===== config.mk =====
export PLATFORM = sky130hd
export DESIGN_NAME = regfile_write_arbiter
export DESIGN_NICKNAME = d
export VERILOG_FILES = /design/src/rtl/regfile_write_arbiter.sv
export SDC_FILE = /design/constraint.sdc
export NUM_CORES = 1
export LEC_CHECK = 0
export ABC_AREA = 1
export CORE_UTILIZATION = 53
export CTS_CLUSTER_DIAMETER = 30
export CTS_CLUSTER_SIZE = 30
export DETAILED_ROUTE_END_ITERATION = 8
export GPL_TIMING_DRIVEN = 0
export PLACE_DENSITY = 0.89
export SETUP_SLACK_MARGIN = 0.02
export SYNTH_ARGS = -nofsm -noshare
export SYNTH_HDL_FRONTEND = slang
export SYNTH_SLANG_ARGS = --single-unit

===== constraint.sdc =====
create_clock -name Clock -period 14.5 [get_ports Clock]
set_input_delay 3.625 -clock Clock [delete_from_list [all_inputs] [get_ports Clock]]
set_output_delay 3.625 -clock Clock [all_outputs]
set_load 0.03 [all_outputs]

===== src/rtl/regfile_write_arbiter.sv =====
// Register-file write-port arbiter between the writeback stage and the long-latency unit.
// It also keeps a pending scoreboard of destinations still owed a long writeback.
module regfile_write_arbiter #(
  parameter int unsigned STARVE_LIMIT = 4
) (
  input  logic        Clock,
  input  logic        Reset,
  input  logic        PipeWrite,
  input  logic [4:0]  PipeAddr,
  input  logic [31:0] PipeData,
  output logic        PipeStall,
  input  logic        LongValid,
  input  logic [4:0]  LongAddr,
  input  logic [31:0] LongData,
  output logic        LongReady,
  input  logic        IssueLong,
  input  logic [4:0]  IssueAddr,
  input  logic [4:0]  RsAddr,
  input  logic [4:0]  RtAddr,
  output logic        RsBusy,
  output logic        RtBusy,
  output logic        RegWrite,
  output logic [4:0]  RdAddr,
  output logic [31:0] RdData,
  output logic [5:0]  PendingCount,
  output logic        IssueError
);

  localparam logic [3:0] STARVE_MAX = 4'(STARVE_LIMIT);

  function automatic logic [5:0] popcount32(input logic [31:0] vec);
    logic [5:0] cnt;
    cnt = 6'd0;
    for (int i = 0; i < 32; i++) begin
      cnt = cnt + {5'd0, vec[i]};
    end
    return cnt;
  endfunction

  // Register 0 is hard-wired, so it never yields a scoreboard bit.
  function automatic logic [31:0] onehot32(input logic [4:0] addr, input logic en);
    logic [31:0] vec;
    vec = 32'd0;
    if (en && (addr != 5'd0)) begin
      vec[addr] = 1'b1;
    end else begin
      vec = 32'd0;
    end
    return vec;
  endfunction

  logic [31:0] pending_r;
  logic [3:0]  starve_cnt_r;
  logic [5:0]  pending_cnt_r;
  logic        issue_error_r;

  logic        starved_s;
  logic        grant_long_s;
  logic        grant_pipe_s;
  logic [4:0]  wr_addr_s;
  logic [31:0] wr_data_s;
  logic [31:0] set_vec_s;
  logic [31:0] clr_vec_s;
  logic [31:0] pending_next_s;
  logic [3:0]  starve_next_s;
  logic        reissue_err_s;
  logic        orphan_err_s;

  // Grant decision; reset suppresses both handshakes immediately.
  always_comb begin
    starved_s    = (starve_cnt_r == STARVE_MAX);
    grant_long_s = ~Reset & LongValid & (~PipeWrite | starved_s);
    grant_pipe_s = ~Reset & PipeWrite & ~grant_long_s;
  end

  // Write-port mux driven by whichever source won this cycle.
  always_comb begin
    wr_addr_s = 5'd0;
    wr_data_s = 32'd0;
    if (grant_long_s) begin
      wr_addr_s = LongAddr;
      wr_data_s = LongData;
    end else if (grant_pipe_s) begin
      wr_addr_s = PipeAddr;
      wr_data_s = PipeData;
    end else begin
      wr_addr_s = 5'd0;
      wr_data_s = 32'd0;
    end
  end

  assign LongReady = grant_long_s;
  assign PipeStall = PipeWrite & grant_long_s;
  assign RegWrite  = (grant_long_s | grant_pipe_s) & (wr_addr_s != 5'd0);
  assign RdAddr    = wr_addr_s;
  assign RdData    = wr_data_s;

  assign RsBusy       = (RsAddr != 5'd0) & pending_r[RsAddr];
  assign RtBusy       = (RtAddr != 5'd0) & pending_r[RtAddr];
  assign PendingCount = pending_cnt_r;
  assign IssueError   = issue_error_r;

  // Next scoreboard value and protocol checks; a same-cycle set beats the clear.
  always_comb begin
    set_vec_s      = onehot32(IssueAddr, IssueLong);
    clr_vec_s      = onehot32(LongAddr, grant_long_s);
    pending_next_s = ((pending_r & ~clr_vec_s) | set_vec_s) & 32'hFFFF_FFFE;
    reissue_err_s  = IssueLong & (IssueAddr != 5'd0) & pending_r[IssueAddr]
                     & ~clr_vec_s[IssueAddr];
    orphan_err_s   = grant_long_s & (LongAddr != 5'd0) & ~pending_r[LongAddr];
  end

  // Starvation counter counts refused long cycles and saturates at the limit.
  always_comb begin
    starve_next_s = 4'd0;
    if (LongValid & ~grant_long_s) begin
      if (starved_s) begin
        starve_next_s = starve_cnt_r;
      end else begin
        starve_next_s = starve_cnt_r + 4'd1;
      end
    end else begin
      starve_next_s = 4'd0;
    end
  end

  // State registers; count tracks the scoreboard on the same edge.
  always_ff @(posedge Clock or posedge Reset) begin
    if (Reset) begin
      pending_r     <= 32'd0;
      starve_cnt_r  <= 4'd0;
      pending_cnt_r <= 6'd0;
      issue_error_r <= 1'b0;
    end else begin
      pending_r     <= pending_next_s;
      starve_cnt_r  <= starve_next_s;
      pending_cnt_r <= popcount32(pending_next_s);
      issue_error_r <= issue_error_r | reissue_err_s | orphan_err_s;
    end
  end

endmodule


After elaboration in Yosys (flattened, before gate mapping)
Cells that the tools add are included.
- flip-flop bits (word level): 42
- latch bits: 0
- memory bits (writable): 0
- bits in read-only memories: 0
- logic and storage cells: 100
- memories: 0
- add/sub/neg operators: 31
- multipliers: 0
- divide/modulo/power cells: 0
- order comparisons: 6
- eq/ne operators: 2
- shift-type cells: 0
- multiplexer cells: 22
- bitwise gates (word level): 26
- reduce and logical (&&, ||, !) cells: 9
- operator list (cell ; count):
    $add 6x1->6 ; 25
    $mux 32 ; 4
    $and 32x32->32 ; 1
    $not 32->32 ; 1
    $or 32x32->32 ; 1
    $bmux 1 s5 ; 5
    $reduce_bool 5->1 ; 5
    $lt 5x6->1 const B ; 4
    $and 1x1->1 ; 14
    $demux 1 s5 ; 2
    $ge 5x1->1 const B ; 2
    $mux 5 ; 2
    $mux 4 ; 2
    $mux 1 ; 7
    $add 5x1->6 ; 1
    $add 4x1->5 ; 1
    $not 1->1 ; 5
    $add 3x1->4 ; 1
    $add 4x1->4 const B ; 1
    $eq 4x3->1 const B ; 1
    $logic_and 1x1->1 ; 4
    $or 1x1->1 ; 4
    $add 2x1->3 ; 1
    $add 1x1->2 ; 1
    $ne 2x2->1 const B ; 1

Logic depth before layout (Yosys ltp)
- word-level depth: 38
- gate-level depth with buffers: 28

Worst setup path after synthesis
OpenSTA, ideal clock, no wires.
- path kind: input to output
- start point: input port Reset
- end point: output port RegWrite
- arrival time: 6.083 ns
- required time: 10.875 ns
- setup slack: 4.792 ns
- stages: 5
- path buffers: 0
- path through: inv_1 -> nand3_2 -> o21ai_0 -> nor3_1 -> nand2_1
- word-level cells in the longest chain between the ends: 9
- elaborated cells between the ends (all ways): 11
- classes of those cells: 2 x mux; 8 x bitwise; 1 x reduce/logical
- ends and longest elaborated chain (element ; RTL line ; RTL):
    start: declaration ; 7 ; input logic Reset,
    $not 1->1 (*) ; 72, 73 ;
    $and 1x1->1 (2 in series) ; 72 ; grant_long_s = ~Reset & LongValid & (~PipeWrite | starved_s);
    $not 1->1 ; 73 ; grant_pipe_s = ~Reset & PipeWrite & ~grant_long_s;
    $and 1x1->1 ; 73 ;
    $mux 5 ; 83 ; end else if (grant_pipe_s) begin
    $mux 5 (*) ; 80 ; if (grant_long_s) begin
    net RdAddr[0] ; 23 ; output logic [4:0] RdAddr,
    $reduce_bool 5->1 (*) ; 94 ; assign RegWrite = (grant_long_s | grant_pipe_s) & (wr_addr_s != 5'd0);
    $and 1x1->1 (*) ; 94 ;
    end: declaration ; 22 ; output logic RegWrite,
Mark *: on every way through the listed nets, which the timed path passes. The rest lies on a longest branch.

Worst setup path in the final report
- start point: input port Reset
- end point: output port RegWrite
- word-level cells in the longest chain between the ends: 9
- elaborated cells between the ends (all ways): 11
- classes of those cells: 2 x mux; 8 x bitwise; 1 x reduce/logical
- ends and longest elaborated chain (element ; RTL line):
    $not 1->1 (*) ; 72, 73
    $and 1x1->1 (2 in series) ; 72
    $not 1->1 ; 73
    $and 1x1->1 ; 73
    $mux 5 ; 83
    $mux 5 ; 80
    $reduce_bool 5->1 ; 94
    $and 1x1->1 (*) ; 94
Mark *: on every way between the ends. The rest lies on a longest branch, timed or not.

==> flow_summary.json <==
{
  "status": "completed",
  "slew_headroom_pct": 38.2,
  "die_x_um": 97.1,
  "synthAdderAreaFrac_pct": 12.0,
  "place_congestion": 1.09,
  "drc_errors": 0,
  "fin_worst_skew_ns": 0.00991,
  "drt-vias-per-instance": 5.78,
  "post_cts_buffers": 0,
  "endpoint_kind": "output port",
  "worstReg2RegEnd": "PendingCount[4]$_DFF_PP0_",
  "n_antenna_cell": 0,
  "maxCapViolations": 0,
  "drt_first_pass_iters": 6,
  "synth_top_family_by_area": "simple AND/OR/NAND/NOR gates",
  "start_util_pct": 54.9,
  "critPathKind": "in -> out",
  "numCtsBuffers": 5,
  "layout_setup_ws_ns": 4.21,
  "drive_gt1_share_pct": 4.52,
  "power_density_nw_per_um2": 204,
  "synth_edf_count": 0,
  "leakage_nw": 3.17,
  "clk_pin_slew_ns": 0.09,
  "cp_max_fo": 43,
  "fin_crit_sh_pct": 71.0,
  "drtIter0Drc": 636,
  "final_core_util_pct": 73.9,
  "synth-async-reset-ratio_pct": 100,
  "place_hpwl_um": 15000,
  "coreArea_sq_um": 8720,
  "finalPower_mw": 1.32,
  "wl_per_cell_um": 18.0,
  "yosysWarnings": 0,
  "port_buffers": 142,
  "htreeDepth": 2,
  "rsz0062_at_grt": "no",
  "ys_seq_area_share_pct": 21.9,
  "core.rowCount": 34,
  "vias": 5870,
  "finalMaxSlewViolations": 0,
  "antenna_found_initial": 0,
  "cp-startpoint": "Reset",
  "hold_start": "IssueError$_DFF_PP0_",
  "dr_wl_met3_um": 1890,
  "first_global_vias": 5669,
  "routed_wl_um": 18300,
  "clkSinkCount": 42,
  "synth_mux_area_share_pct": 0,
  "clk_path_buf_depth": 2,
  "grt_max_degree": 44,
  "dp_slack_ns": 4.14,
  "dr_wl_met2_um": 8720,
  "worst_hold_path_type": "reg -> reg",
  "cts_root_buf": "clkbuf_8",
  "synth-seq-cells": 42,
  "area_delta_synth_final_pct": 34.5,
  "cts_resized": 0,
  "r2r-start": "starve_cnt_r[0]$_DFFE_PP0P_",
  "grt_pass1_wl_um": 29200,
  "reg2reg_depth": 24,
  "setup_viol": 0,
  "worstPathRequired_ns": 10.88,
  "grtUsageTotal_pct": 39.5,
  "yosys_most_used_dff": "dfrtp_1",
  "cts_tree": "yes",
  "synth_area_sq_um": 4790,
  "worstMarginPinSlew_ns": 0.926,
  "drt.antenna.violating_nets": 0,
  "yosys.area_share.xor_xnor_pct": 0.914,
  "crit_arrival_ns": 6.67,
  "overflow": 0,
  "yosys.area_share.simple_pct": 29.9,
  "rrSetupSlack_ns": 8.17,
  "hold_depth": 2,
  "avgSynthCellArea_sq_um": 6.32,
  "syn-instance-count": 758,
  "final_hold_viol_count": 0,
  "dieHeight_um": 97.1,
  "final_nets": 1033,
  "peakVddDrop_mv": 0.832,
  "wl_met1_um": 6990,
  "synth_cell_types": 38,
  "period_minus_slack_ns": 10.29,
  "syn_nets": 884,
  "synth_compound_area_share_pct": 20.4,
  "postCtsHoldBufs": 0,
  "fmax_mhz": 97.1,
  "ioPinCount": 143,
  "top_layer_used": "met4",
  "finalSetupTns_ns": 0,
  "clk_latency_ns": 0.31,
  "crit_end": "RegWrite",
  "die_area_sq_um": 9420,
  "startpoint_type": "input port"
}
[layout make-up]
cell class,count,area (sq um)
fillers,695,2280
inverters,156,596
well taps,108,135
repair buffers,142,1420
plain buffers,21,118
clock inverters,3,27.5
multi-input cells,539,3030
clock buffers,5,68.8
flip-flops and latches,42,1050
[cell families after synthesis]
group,after synthesis
AND/OR/NAND/NOR,326
flip-flops,42
adder cells (fa/ha/maj),32
XOR/XNOR,5
buffers and inverters,177
AO/OA/AOI/OAI,176
[sequential cells by signal, summed over array words and instances, names as in the netlist]
register / flops
pending_r: 31
PendingCount: 6
starve_cnt_r: 4
IssueError: 1
[report_power, final]
group          total, mW  internal (mW)  switching [mW]
Combinational       1.04          0.446           0.591
Clock             0.0854         0.0358          0.0496
Sequential         0.194          0.166          0.0282
[per-layer routing]
metal / track usage [%] / up-vias
met5: 0 / -
met4: 15.7 / 0
met3: 8.85 / 58
met2: 66.7 / 414
met1: 49.0 / 2676
li1: - / 2722
[Yosys cell counts (2+ instances only)]
| library cell | count | area share [%] |
|---|---|---|
| nand3_1 | 40 | 4.2 |
| xnor2_1 | 2 | 0.37 |
| o21ai_1 | 2 | 0.21 |
| clkbuf_1 | 10 | 0.78 |
| nor3_1 | 16 | 1.7 |
| nand2_2 | 5 | 0.65 |
| buf_2 | 7 | 0.73 |
| o21ai_0 | 94 | 9.8 |
| o211ai_1 | 5 | 0.78 |
| fa_1 | 23 | 9.6 |
| o22ai_1 | 20 | 2.6 |
| o31ai_1 | 2 | 0.31 |
| nand4_1 | 14 | 1.8 |
| nor2_1 | 53 | 4.2 |
| xor2_1 | 3 | 0.55 |
| o21a_1 | 13 | 2.0 |
| nor2_4 | 5 | 1.2 |
| clkinv_1 | 4 | 0.31 |
| a32oi_1 | 3 | 0.55 |
| dfrtp_1 | 42 | 22 |
| a31oi_1 | 2 | 0.26 |
| buf_6 | 2 | 0.47 |
| ha_1 | 9 | 2.4 |
| inv_1 | 146 | 11 |
| nand2_1 | 187 | 15 |
| a21oi_1 | 33 | 3.4 |
| nand2_4 | 2 | 0.47 |
| inv_2 | 4 | 0.31 |
[worst max-delay path: stages]
cell	delay (ns)
clkdlybuf4s50_1	0.47
inv_2	0.70
nand3_2	0.40
o21ai_0	0.53
nor3_1	0.13
nand2_1	0.09
clkdlybuf4s50_1	0.70
[cell usage in the layout (no fill, tap or decap), drive strengths merged, types with 2 or more instances in the layout]
| master | count |
|---|---|
| nand2 | 194 |
| inv | 154 |
| clkdlybuf4s50 | 142 |
| o21ai | 96 |
| nor2 | 59 |
| dfrtp | 42 |
| nand3 | 42 |
| a21oi | 33 |
| fa | 23 |
| o22ai | 20 |
| nor3 | 16 |
| clkbuf | 15 |
| nand4 | 14 |
| o21a | 13 |
| buf | 11 |
| ha | 9 |
| o211ai | 5 |
| clkinv | 4 |
| a32oi | 3 |
| xor2 | 3 |
| xnor2 | 2 |
| a31oi | 2 |
| o31ai | 2 |
[worst min-delay path by stage]
stage	end
2_1_floorplan	pending_r[6]$_DFF_PP0_
3_3_place_gp	IssueError$_DFF_PP0_
3_5_place_dp	IssueError$_DFF_PP0_
4_1_cts	IssueError$_DFF_PP0_
5_1_grt	IssueError$_DFF_PP0_
6_report	IssueError$_DFF_PP0_
[metrics by stage]
stage | instances | cell area (sq um) | hold slack, ns
detailed placement | 1008 | 6350 | 0.535
CTS | 1016 | 6440 | 0.559
finish | 1016 | 6440 | 0.572
global placement | 1008 | 6350 | 0.536
global route | 1016 | 6440 | 0.579
floorplan | 758 | 4790 | 0.518
No activity file was read; power rests on OpenSTA's default activity.
